## src/rtl/apb_uart_bridge.sv

```systemverilog
// apb_uart_bridge: APB slave front end for a UART core. Turns an APB transfer
// into one registered operation strobe, waits for the core's ready with a
// timeout, and answers the APB master with a single PREADY pulse.

`ifndef ADDR_WIDTH
`define ADDR_WIDTH 8
`endif
`ifndef DATA_WIDTH
`define DATA_WIDTH 32
`endif
`ifndef BAUD_CONFIG
`define BAUD_CONFIG 8'h00
`endif
`ifndef FRAME_CONFIG
`define FRAME_CONFIG 8'h04
`endif
`ifndef PARITY_CONFIG
`define PARITY_CONFIG 8'h08
`endif
`ifndef STOP_BITS_CONFIG
`define STOP_BITS_CONFIG 8'h0C
`endif

module apb_uart_bridge #(
  parameter logic [`ADDR_WIDTH-1:0] TX_ADDR        = 'h10,
  parameter logic [`ADDR_WIDTH-1:0] RX_ADDR        = 'h14,
  parameter logic [23:0]            TIMEOUT_CYCLES = 24'd2_000_000
) (
  input  logic                    PCLK,
  input  logic                    PRESETn,
  input  logic                    PSEL,
  input  logic                    PENABLE,
  input  logic                    PWRITE,
  input  logic [`ADDR_WIDTH-1:0]  PADDR,
  input  logic [`DATA_WIDTH-1:0]  PWDATA,
  output logic [`DATA_WIDTH-1:0]  PRDATA,
  output logic                    PREADY,
  output logic                    PSLVERR,
  output logic [`DATA_WIDTH-1:0]  write_data_in,
  output logic [`ADDR_WIDTH-1:0]  config_address,
  output logic                    TX_detect,
  output logic                    RX_detect,
  output logic                    config_write_detect,
  output logic                    config_read_detect,
  input  logic [`DATA_WIDTH-1:0]  read_data,
  input  logic                    ready,
  input  logic                    error
);

  typedef enum logic [1:0] {IDLE, SETUP, ACCESS, RESP} state_t;

  state_t                   state_q, state_d;
  logic [`ADDR_WIDTH-1:0]   addr_q, addr_d;
  logic [`DATA_WIDTH-1:0]   wdata_q, wdata_d;
  logic                     write_q, write_d;
  logic [23:0]              cnt_q, cnt_d;
  logic [`DATA_WIDTH-1:0]   rdata_q, rdata_d;
  logic                     err_q, err_d;

  logic is_cfg, op_tx, op_rx, op_cw, op_cr, op_valid;

  // Decode the captured address/direction into the four core operations.
  always_comb begin
    is_cfg   = (addr_q == `BAUD_CONFIG) || (addr_q == `FRAME_CONFIG) ||
               (addr_q == `PARITY_CONFIG) || (addr_q == `STOP_BITS_CONFIG);
    op_tx    = (addr_q == TX_ADDR) && write_q;
    op_rx    = (addr_q == RX_ADDR) && !write_q;
    op_cw    = is_cfg && write_q;
    op_cr    = is_cfg && !write_q;
    op_valid = op_tx || op_rx || op_cw || op_cr;
  end

  // Transfer sequencing; the first ACCESS cycle (cnt_q == 0) ignores ready so a stale ready cannot complete a new operation.
  always_comb begin
    state_d = state_q;
    addr_d  = addr_q;
    wdata_d = wdata_q;
    write_d = write_q;
    cnt_d   = cnt_q;
    rdata_d = rdata_q;
    err_d   = err_q;
    case (state_q)
      IDLE: begin
        if (PSEL && !PENABLE) begin
          addr_d  = PADDR;
          wdata_d = PWDATA;
          write_d = PWRITE;
          state_d = SETUP;
        end
      end
      SETUP: begin
        if (!PSEL) begin
          state_d = IDLE;
        end else if (op_valid) begin
          cnt_d   = '0;
          state_d = ACCESS;
        end else begin
          err_d   = 1'b1;
          rdata_d = '0;
          state_d = RESP;
        end
      end
      ACCESS: begin
        if (!PSEL) begin
          state_d = IDLE;
        end else if ((cnt_q != '0) && ready) begin
          rdata_d = write_q ? '0 : read_data;
          err_d   = error;
          state_d = RESP;
        end else if (cnt_q >= (TIMEOUT_CYCLES - 24'd1)) begin
          rdata_d = '0;
          err_d   = 1'b1;
          state_d = RESP;
        end else if (cnt_q != 24'hFF_FFFF) begin
          cnt_d = cnt_q + 24'd1;
        end
      end
      RESP: begin
        state_d = IDLE;
      end
      default: begin
        state_d = IDLE;
      end
    endcase
  end

  // State and capture registers, cleared asynchronously by PRESETn.
  always_ff @(posedge PCLK or negedge PRESETn) begin
    if (!PRESETn) begin
      state_q <= IDLE;
      addr_q  <= '0;
      wdata_q <= '0;
      write_q <= 1'b0;
      cnt_q   <= '0;
      rdata_q <= '0;
      err_q   <= 1'b0;
    end else begin
      state_q <= state_d;
      addr_q  <= addr_d;
      wdata_q <= wdata_d;
      write_q <= write_d;
      cnt_q   <= cnt_d;
      rdata_q <= rdata_d;
      err_q   <= err_d;
    end
  end

  // Outputs are pure functions of registered state, so reset clears them without a clock.
  always_comb begin
    PREADY              = (state_q == RESP);
    PSLVERR             = (state_q == RESP) && err_q;
    PRDATA              = (state_q == RESP) ? rdata_q : '0;
    TX_detect           = (state_q == ACCESS) && op_tx;
    RX_detect           = (state_q == ACCESS) && op_rx;
    config_write_detect = (state_q == ACCESS) && op_cw;
    config_read_detect  = (state_q == ACCESS) && op_cr;
    write_data_in       = wdata_q;
    config_address      = addr_q;
  end

endmodule
```

## config.mk

```make
export PLATFORM = sky130hd
export DESIGN_NAME = apb_uart_bridge
export DESIGN_NICKNAME = d
export VERILOG_FILES = /design/src/rtl/apb_uart_bridge.sv
export SDC_FILE = /design/constraint.sdc
export NUM_CORES = 1
export LEC_CHECK = 0
export BUFFER_PORTS_ARGS = -buffer_cell sky130_fd_sc_hd__buf_2
export CORE_MARGIN = 2
export CORE_UTILIZATION = 54
export DETAILED_ROUTE_END_ITERATION = 10
export GPL_TIMING_DRIVEN = 0
export PLACE_DENSITY_LB_ADDON = 0.2
export SYNTH_ARGS = -nofsm -noshare
export SYNTH_HDL_FRONTEND = slang
export SYNTH_SLANG_ARGS = --single-unit
export TNS_END_PERCENT = 1
```

## constraint.sdc

```tcl
create_clock -name PCLK -period 6.6 [get_ports PCLK]
set_input_delay 1.65 -clock PCLK [delete_from_list [all_inputs] [get_ports PCLK]]
set_output_delay 1.65 -clock PCLK [all_outputs]
set_load 0.005 [all_outputs]
```

Yosys cells after proc, flatten, opt, wreduce, memory -nomap -nowiden --
Index checks and enable logic that the tools add are counted.
Storage, ports and cells: flip-flop bits (word level) 100, input port bits 79
Cells by class: add/subtract/negate cells 1, $lt $le $gt $ge 1, equal/unequal tests 19, muxes and demuxes 28, reductions and logical operators 27
Operator list (number):
- 32-bit 2-to-1 mux | 7
- 24-bit 2-to-1 mux | 6
- 32-bit case mux with 2 select lines | 1
- 24-bit case mux with 2 select lines | 1
- 24-bit by 1-bit adder with 24-bit output (second input constant) | 1
- 24-bit by 21-bit greater-or-equal comparator with 1-bit output (second input constant) | 1
- 24-bit != test (second input constant) | 1
- 24-bit nonzero test | 1
- 8-bit by 4-bit == test with 1-bit output (second input constant) | 2
- 8-bit by 5-bit == test with 1-bit output (second input constant) | 2
- 2-bit != test (second input constant) | 8
- 1-bit logical AND | 11
- 2-bit 2-to-1 mux | 5
- 8-bit by 3-bit == test with 1-bit output (second input constant) | 1
- 8-bit zero test | 1
- 2-bit case mux with 4 select lines | 1
- 7-bit AND reduction | 1
- 1-bit logical OR | 6
- 1-bit 2-to-1 mux | 6
- 5-bit AND reduction | 1
- 2-bit == test (second input constant) | 2
- 4-bit != test (second input constant) | 1
- 2-bit AND reduction | 2
- 3-bit != test (second input constant) | 1
- other kinds (5) | 6

Depth between registers and ports, before layout --
Gate-level depths: netlist of run 1.
depth after elaboration 10, gate-level depth with buffers 9, depth with buffers taken out 7

Worst setup path before layout of run 1 --
Ideal clock, no wire load.
path kind input to register, from in PSEL, to reg addr_q[0], in the netlist config_address[0], stages on the path 4, library setup time 125 ps, setup slack 3443 ps, required time 6475 ps, arrival 3032 ps, buffers on the path 2, path through clkbuf_8 nor4b_1 clkbuf_1 mux2_2
Between the ends: longest elaborated chain between the ends 2
Ends and longest elaborated chain:
- start: declaration | line 31 | input logic PSEL,
- 1-bit logical AND | line 84 | if (PSEL && !PENABLE) begin
- 2-bit AND reduction (no source line)
- end signal: assignment | line 139 | addr_q <= addr_d;
- end: declaration | line 53 | logic [`ADDR_WIDTH-1:0] addr_q, addr_d;
Every way passes these cells. A chain may end at the register's enable or synchronous reset.

Worst setup path after layout of run 1 --
from reg addr_q[0], in the netlist config_address[0], to out TX_detect
Between the ends: longest elaborated chain between the ends 3
Ends and longest elaborated chain:
- 8-bit by 5-bit == test with 1-bit output | line 66 | op_tx = (addr_q == TX_ADDR) && write_q;
- 1-bit logical AND | line 66
- 1-bit logical AND | line 153 | TX_detect = (state_q == ACCESS) && op_tx;
- end: declaration | line 41 | output logic TX_detect,
Every way passes these cells.

==> results.yml, run 1 <==
outcome:
  status: "completed"
synthesis:
  avgSynthCellArea_um2: 11.7
  synth.net_count: 469
  ys_seq_elements: 100
  synth-async-reset-ratio_pct: 100
  synth-edff-count: 0
  ys_types: 46
  yosysSeqAreaShare_pct: 54.9
  yosys_warnings: 0
  netlist_area_um2: 4560
  synthFlopType: "dfrtp_1"
  postSynthCellCount: 388
grt:
  grt_overflow: 0
  grt_max_degree: 58
  antenna_found_initial: 0
  grt.total_usage_pct: 25.0
  grt_pass1_vias: 3695
  grt_pass1_wl_um: 17800
routing:
  via_count: 3806
  wl_per_cell_um: 16.8
  firstDrtPassIters: 4
  antenna_left: 0
  vias_per_cell: 5.73
  drt_iter0_drc: 199
  drc: 0
  routed_wl_um: 11200
sta:
  slew_viol_final: 0
  hold_viol: 0
  grt_setup_unrepaired: "no"
  relSlewSlack_pct: 35.9
  setup_tns_ns: 0
  finalSetupViolCount: 0
  timing.final.crit_share_pct: 55.9
  fmax_mhz: 271
  period_minus_slack_ns: 3.69
  tightestPinTransition_ns: 0.948
  fin_skew_ns: 0.0145
setup_path:
  crit_slowest_cell: "or4_4"
  cp-start-kind: "register"
  critPathMaxFanout: 5
  end_kind: "output port"
  cp.required_ns: 4.95
  arrival_ns: 2.04
  crit_path_cell_trace: "or4_4 -> nor2_4 -> nand3_1 -> nor4b_1 -> buf_2"
  max_stage_delay_ns: 0.55
  path_class: "reg -> out"
  r2r_cells: 4
floorplan:
  rows: 33
  dieWidth_um: 95.9
  initial_utilization_pct: 55.5
  die_height_um: 95.9
  ios: 157
  core_um2: 8220
  dieArea_um2: 9190
hold_path:
  hp-class: "reg -> reg"
  min_path_cells: 1
clocking:
  clock_path_buffers: 2
  cts_hold_buf: 0
  cts_buffers: 9
  root_buffer: "clkbuf_8"
  cts_setup_buffers: 0
  htree_levels: 3
  cts.sinks: 100
  cts.reportedPaths.clkPinSlew_ns: 0.10
  cts_resized: 0
  clk_latency_ns: 0.37
  cts_tree: "done"
placement:
  place_hpwl_um: 8260
  io_buffers: 155
  place_congestion: 0.845
  place_area_um2: 5500
final_layout:
  fin_area_um2: 5700
  final_common_cell: "buf_2"
  drive_gt1_share_pct: 41.9
  final_cell_mix: "158 x buf_2, 100 x dfrtp_1, 41 x mux2_2"
  syn_to_final_growth_pct: 25.1
  antenna_cells: 0
  finalNetCount: 636
power_and_ir_drop:
  ir_drop_uv: 191
  power_w: 0.00154
  p_leak_nw: 2.89
  power.density_nw_per_um2: 271
job:
  max_cap_violations: 0
==> metal layers <==
| layer | global-route usage (%) | share of wire [%] |
|---|---|---|
| met1 | 34.2 | 43 |
| met5 | 0 | 0 |
| met2 | 39.2 | 48 |
| met4 | 5.71 | 0.81 |
| met3 | 8.30 | 8.4 |
==> report_power, final <==
part | leakage (nW) | internal [W] | switching (W)
Combinational | 1.50 | 0.000179 | 0.000155
Sequential | 1.29 | 0.000723 | 0.0000739
Clock | 0.0996 | 0.000197 | 0.000217
Total | 2.89 | 0.00110 | 0.000445
==> synthesized netlist by cell type, drive strengths merged, types with 2 or more instances <==
master,n,area share [%]
o21ai,17,1.9
a22o,32,6.1
nor4,4,0.69
and4,4,0.80
o21a,2,0.33
nand4,7,0.96
and3,38,5.2
nor2,5,0.58
or4,6,1.1
nor4b,2,0.38
or3,16,2.2
a31oi,2,0.41
mux2,41,10
nor2b,2,0.27
buf,8,1.4
and2b,2,0.38
ha,2,0.55
dfrtp,100,55
and2,9,1.3
o31ai,5,0.82
clkbuf,19,2.0
a21oi,19,2.1
nor3,7,0.77
nand3,10,1.1
inv,4,0.33
nand2,15,1.2
==> final timing paths <==
path	start	to	slack (ns)
max	config_address[0]$_DFFE_PN0P_	TX_detect	2.91
min	cnt_q[22]$_DFFE_PN0P_	cnt_q[22]$_DFFE_PN0P_	0.49
max reg2reg	state_q[1]$_DFFE_PN0P_	write_data_in[24]$_DFFE_PN0P_	4.09
min reg2reg	cnt_q[22]$_DFFE_PN0P_	cnt_q[22]$_DFFE_PN0P_	0.49
max in group asynchronous	PRESETn	write_data_in[24]$_DFFE_PN0P_	4.66
min in group asynchronous	PRESETn	cnt_q[13]$_DFFE_PN0P_	1.26
==> worst max-delay path: cells and delay by family, from the launching register on <==
family	cells	cell delay [ns]
and+or+nand+nor	4	1.11
buffers and inverters	1	0.16
DFF	1	0.41
==> metrics by stage <==
step,setup slack [ns],cells,util (%),hold slack (ns)
floorplan,3.44,388,-,0.455
global placement,2.89,648,66.5,0.469
detailed placement,2.97,649,66.9,0.476
CTS,2.89,664,69.4,0.500
global route,2.79,664,69.4,0.511
finish,2.91,664,69.4,0.494
==> logic make-up after synthesis <==
logic type,count (synthesis),synth area share (%)
buffers and inverters,31,3.76
and+or+nand+nor,128,17.1
adders and majority gates,2,0.549
xor gates and xnor gates,1,0.192
AOI/OAI and AO/OA,84,13.1
muxes,42,10.3
DFF,100,54.9
==> flip-flops by register name, indices dropped and copies added (netlist names) <==
register / cells
state_q: 2
config_address: 8
cnt_q: 24
write_q: 1
err_q: 1
write_data_in: 32
rdata_q: 32
==> cell type report <==
type / count / area (um^2)
fillers: 640 / 2510
flip-flops and latches: 100 / 2500
multi-input cells: 257 / 1880
repair buffers: 156 / 806
plain buffers: 27 / 156
clock buffers: 11 / 151
well taps: 105 / 131
clock inverters: 4 / 56.3
inverters: 4 / 15.0
Power figures use the tool's default switching activity.
==> run 2, diff against run 1 <==
Settings changed: CORE_UTILIZATION 54 to 45.
Clock period 6.6 ns to 3.2 ns, I/O delays scaled along.
==> run 2 against run 1 <==
Core utilization is 11 points lower. Clock power is 110% higher. Hold slack worse by 0.10 ns. Power is 110% higher. Via count is 1.8% lower. Sequential cell count stayed put. Design area is 0.77% higher. Critical path type unchanged. Largest power group unchanged. Highest routed layer unchanged.
==> results.yml, run 2 (synthesized netlist as in run 1, its figures left out) <==
routing:
  wl_per_cell_um: 16.1
  highest_layer: "met4"
  vias_per_cell: 5.40
  via_count: 3739
  firstDrtPassIters: 4
  met3_length_um: 828
  drt-met1-wl_um: 4890
  antenna_left: 0
  drc: 0
  drt_iter0_drc: 235
  routed_wl_um: 11200
  wl_met2_um: 5240
sta:
  grt_setup_unrepaired: "no"
  slew_viol_final: 0
  finalSetupViolCount: 0
  tightestPinTransition_ns: 0.822
  hold_viol: 0
  fmax_mhz: 349
  fin_skew_ns: 0.00998
  relSlewSlack_pct: 44.4
  timing.final.crit_share_pct: 89.5
  period_minus_slack_ns: 2.87
  setup_tns_ns: 0
floorplan:
  rows: 36
  die_height_um: 105
  initial_utilization_pct: 46.4
  ios: 157
  core_um2: 9820
  dieArea_um2: 11000
  dieWidth_um: 105
setup_path:
  max_stage_delay_ns: 0.55
  cp-start-kind: "register"
  crit_slowest_cell: "or4_4"
  cp.required_ns: 2.40
  crit_start: "config_address[0]$_DFFE_PN0P_"
  crit_path_cell_trace: "or4_4 -> nor2_4 -> nand3_1 -> nor4b_1 -> buf_2"
  worstReg2RegStart: "cnt_q[0]$_DFFE_PN0P_"
  arrival_ns: 2.07
  critPathMaxFanout: 5
  path_class: "reg -> out"
  end_kind: "output port"
grt:
  grt_max_degree: 61
  grt.total_usage_pct: 21.1
  grt_overflow: 0
  grt_pass1_wl_um: 18500
  grt_pass1_vias: 3747
  antenna_found_initial: 0
placement:
  io_buffers: 155
  place_hpwl_um: 8200
  place_congestion: 0.828
final_layout:
  n_fill_cell: 882
  finalNetCount: 636
  antenna_cells: 0
  multi_input_area_um2: 1880
  seq_area_um2: 2500
  drive_gt1_share_pct: 42.0
  final_common_cell: "buf_2"
  final_cell_mix: "158 x buf_2, 100 x dfrtp_1, 41 x mux2_2"
  syn_to_final_growth_pct: 26.1
  utilization_pct: 58.5
power_and_ir_drop:
  p_clk_share_pct: 27.0
  ir_drop_uv: 381
  netSwitchingPower_w: 0.000950
  intPower_w: 0.00224
  sw_frac_of_total_pct: 29.8
  p_leak_nw: 2.90
  pwr-share-seq_pct: 51.4
  comb_power_share_pct: 21.6
  power.density_nw_per_um2: 556
job:
  max_cap_violations: 0
clocking:
  clk_latency_ns: 0.38
  clock_path_buffers: 2
  cts_buffers: 9
  cts.sinks: 100
  cts.reportedPaths.clkPinSlew_ns: 0.11
  htree_levels: 3
  cts_tree: "done"
  cts_hold_buf: 0
  cts_resized: 0
  cts_setup_buffers: 0
  root_buffer: "clkbuf_8"
outcome:
  status: "completed"
hold_path:
  hp-class: "in -> async"
## run 2: cell type report
cell class	instances	share of cell area [%]
clock buffers	9	2.16
flip-flops and latches	100	43.5
well taps	133	2.90
plain buffers	27	2.72
repair buffers	156	14.0
clock inverters	7	1.61
inverters	4	0.261
multi-input cells	257	32.8
## run 2: power groups by stage
| stage | combinational [W] | sequential, W | clock (W) |
|---|---|---|---|
| after floorplan | 0.000366 | 0.00165 | 0 |
| after global placement | 0.000672 | 0.00165 | 0 |
| after detailed placement | 0.000697 | 0.00166 | 0 |
| after CTS | 0.000700 | 0.00164 | 0.000887 |
| after global routing | 0.000764 | 0.00167 | 0.000950 |
| final | 0.000690 | 0.00164 | 0.000862 |
## run 2: path summary, 6_finish.rpt
check | to | slack [ns] | depth (start not counted)
min in group PCLK | cnt_q[22]$_DFFE_PN0P_ | 0.50 | 1
worst max-delay path | TX_detect | 0.33 | 5
worst max register to register | cnt_q[17]$_DFFE_PN0P_ | 0.75 | 8
worst min-delay path | cnt_q[13]$_DFFE_PN0P_ | 0.39 | 1
max in group asynchronous | write_data_in[20]$_DFFE_PN0P_ | 2.14 | 2
worst min register to register | cnt_q[22]$_DFFE_PN0P_ | 0.50 | 1
## run 2: layer usage
metal  vias up  global-route usage (%)
met5         -                       0
met4         0                    6.10
met3        15                    8.73
met2       136                    32.4
met1      1799                    27.4
li1       1789                       -
## run 2: per-stage QoR
stage          cell area, um^2  total power (W)  hold WS (ns)  setup slack (ns)  instances
2_1_floorplan             4560          0.00202         0.455             0.893        388
3_3_place_gp              5500          0.00232         0.470             0.290        676
3_5_place_dp              5530          0.00236         0.476             0.439        677
4_1_cts                   5750          0.00323         0.397             0.288        693
5_1_grt                   5750          0.00339         0.403             0.168        693
6_report                  5750          0.00319         0.391             0.335        693
## run 2: critical path: cells and delay by family, from the launching register on
family / cells / cell delay (ns)
buffers and inverters: 1 / 0.16
DFF: 1 / 0.42
and+or+nand+nor: 4 / 1.10
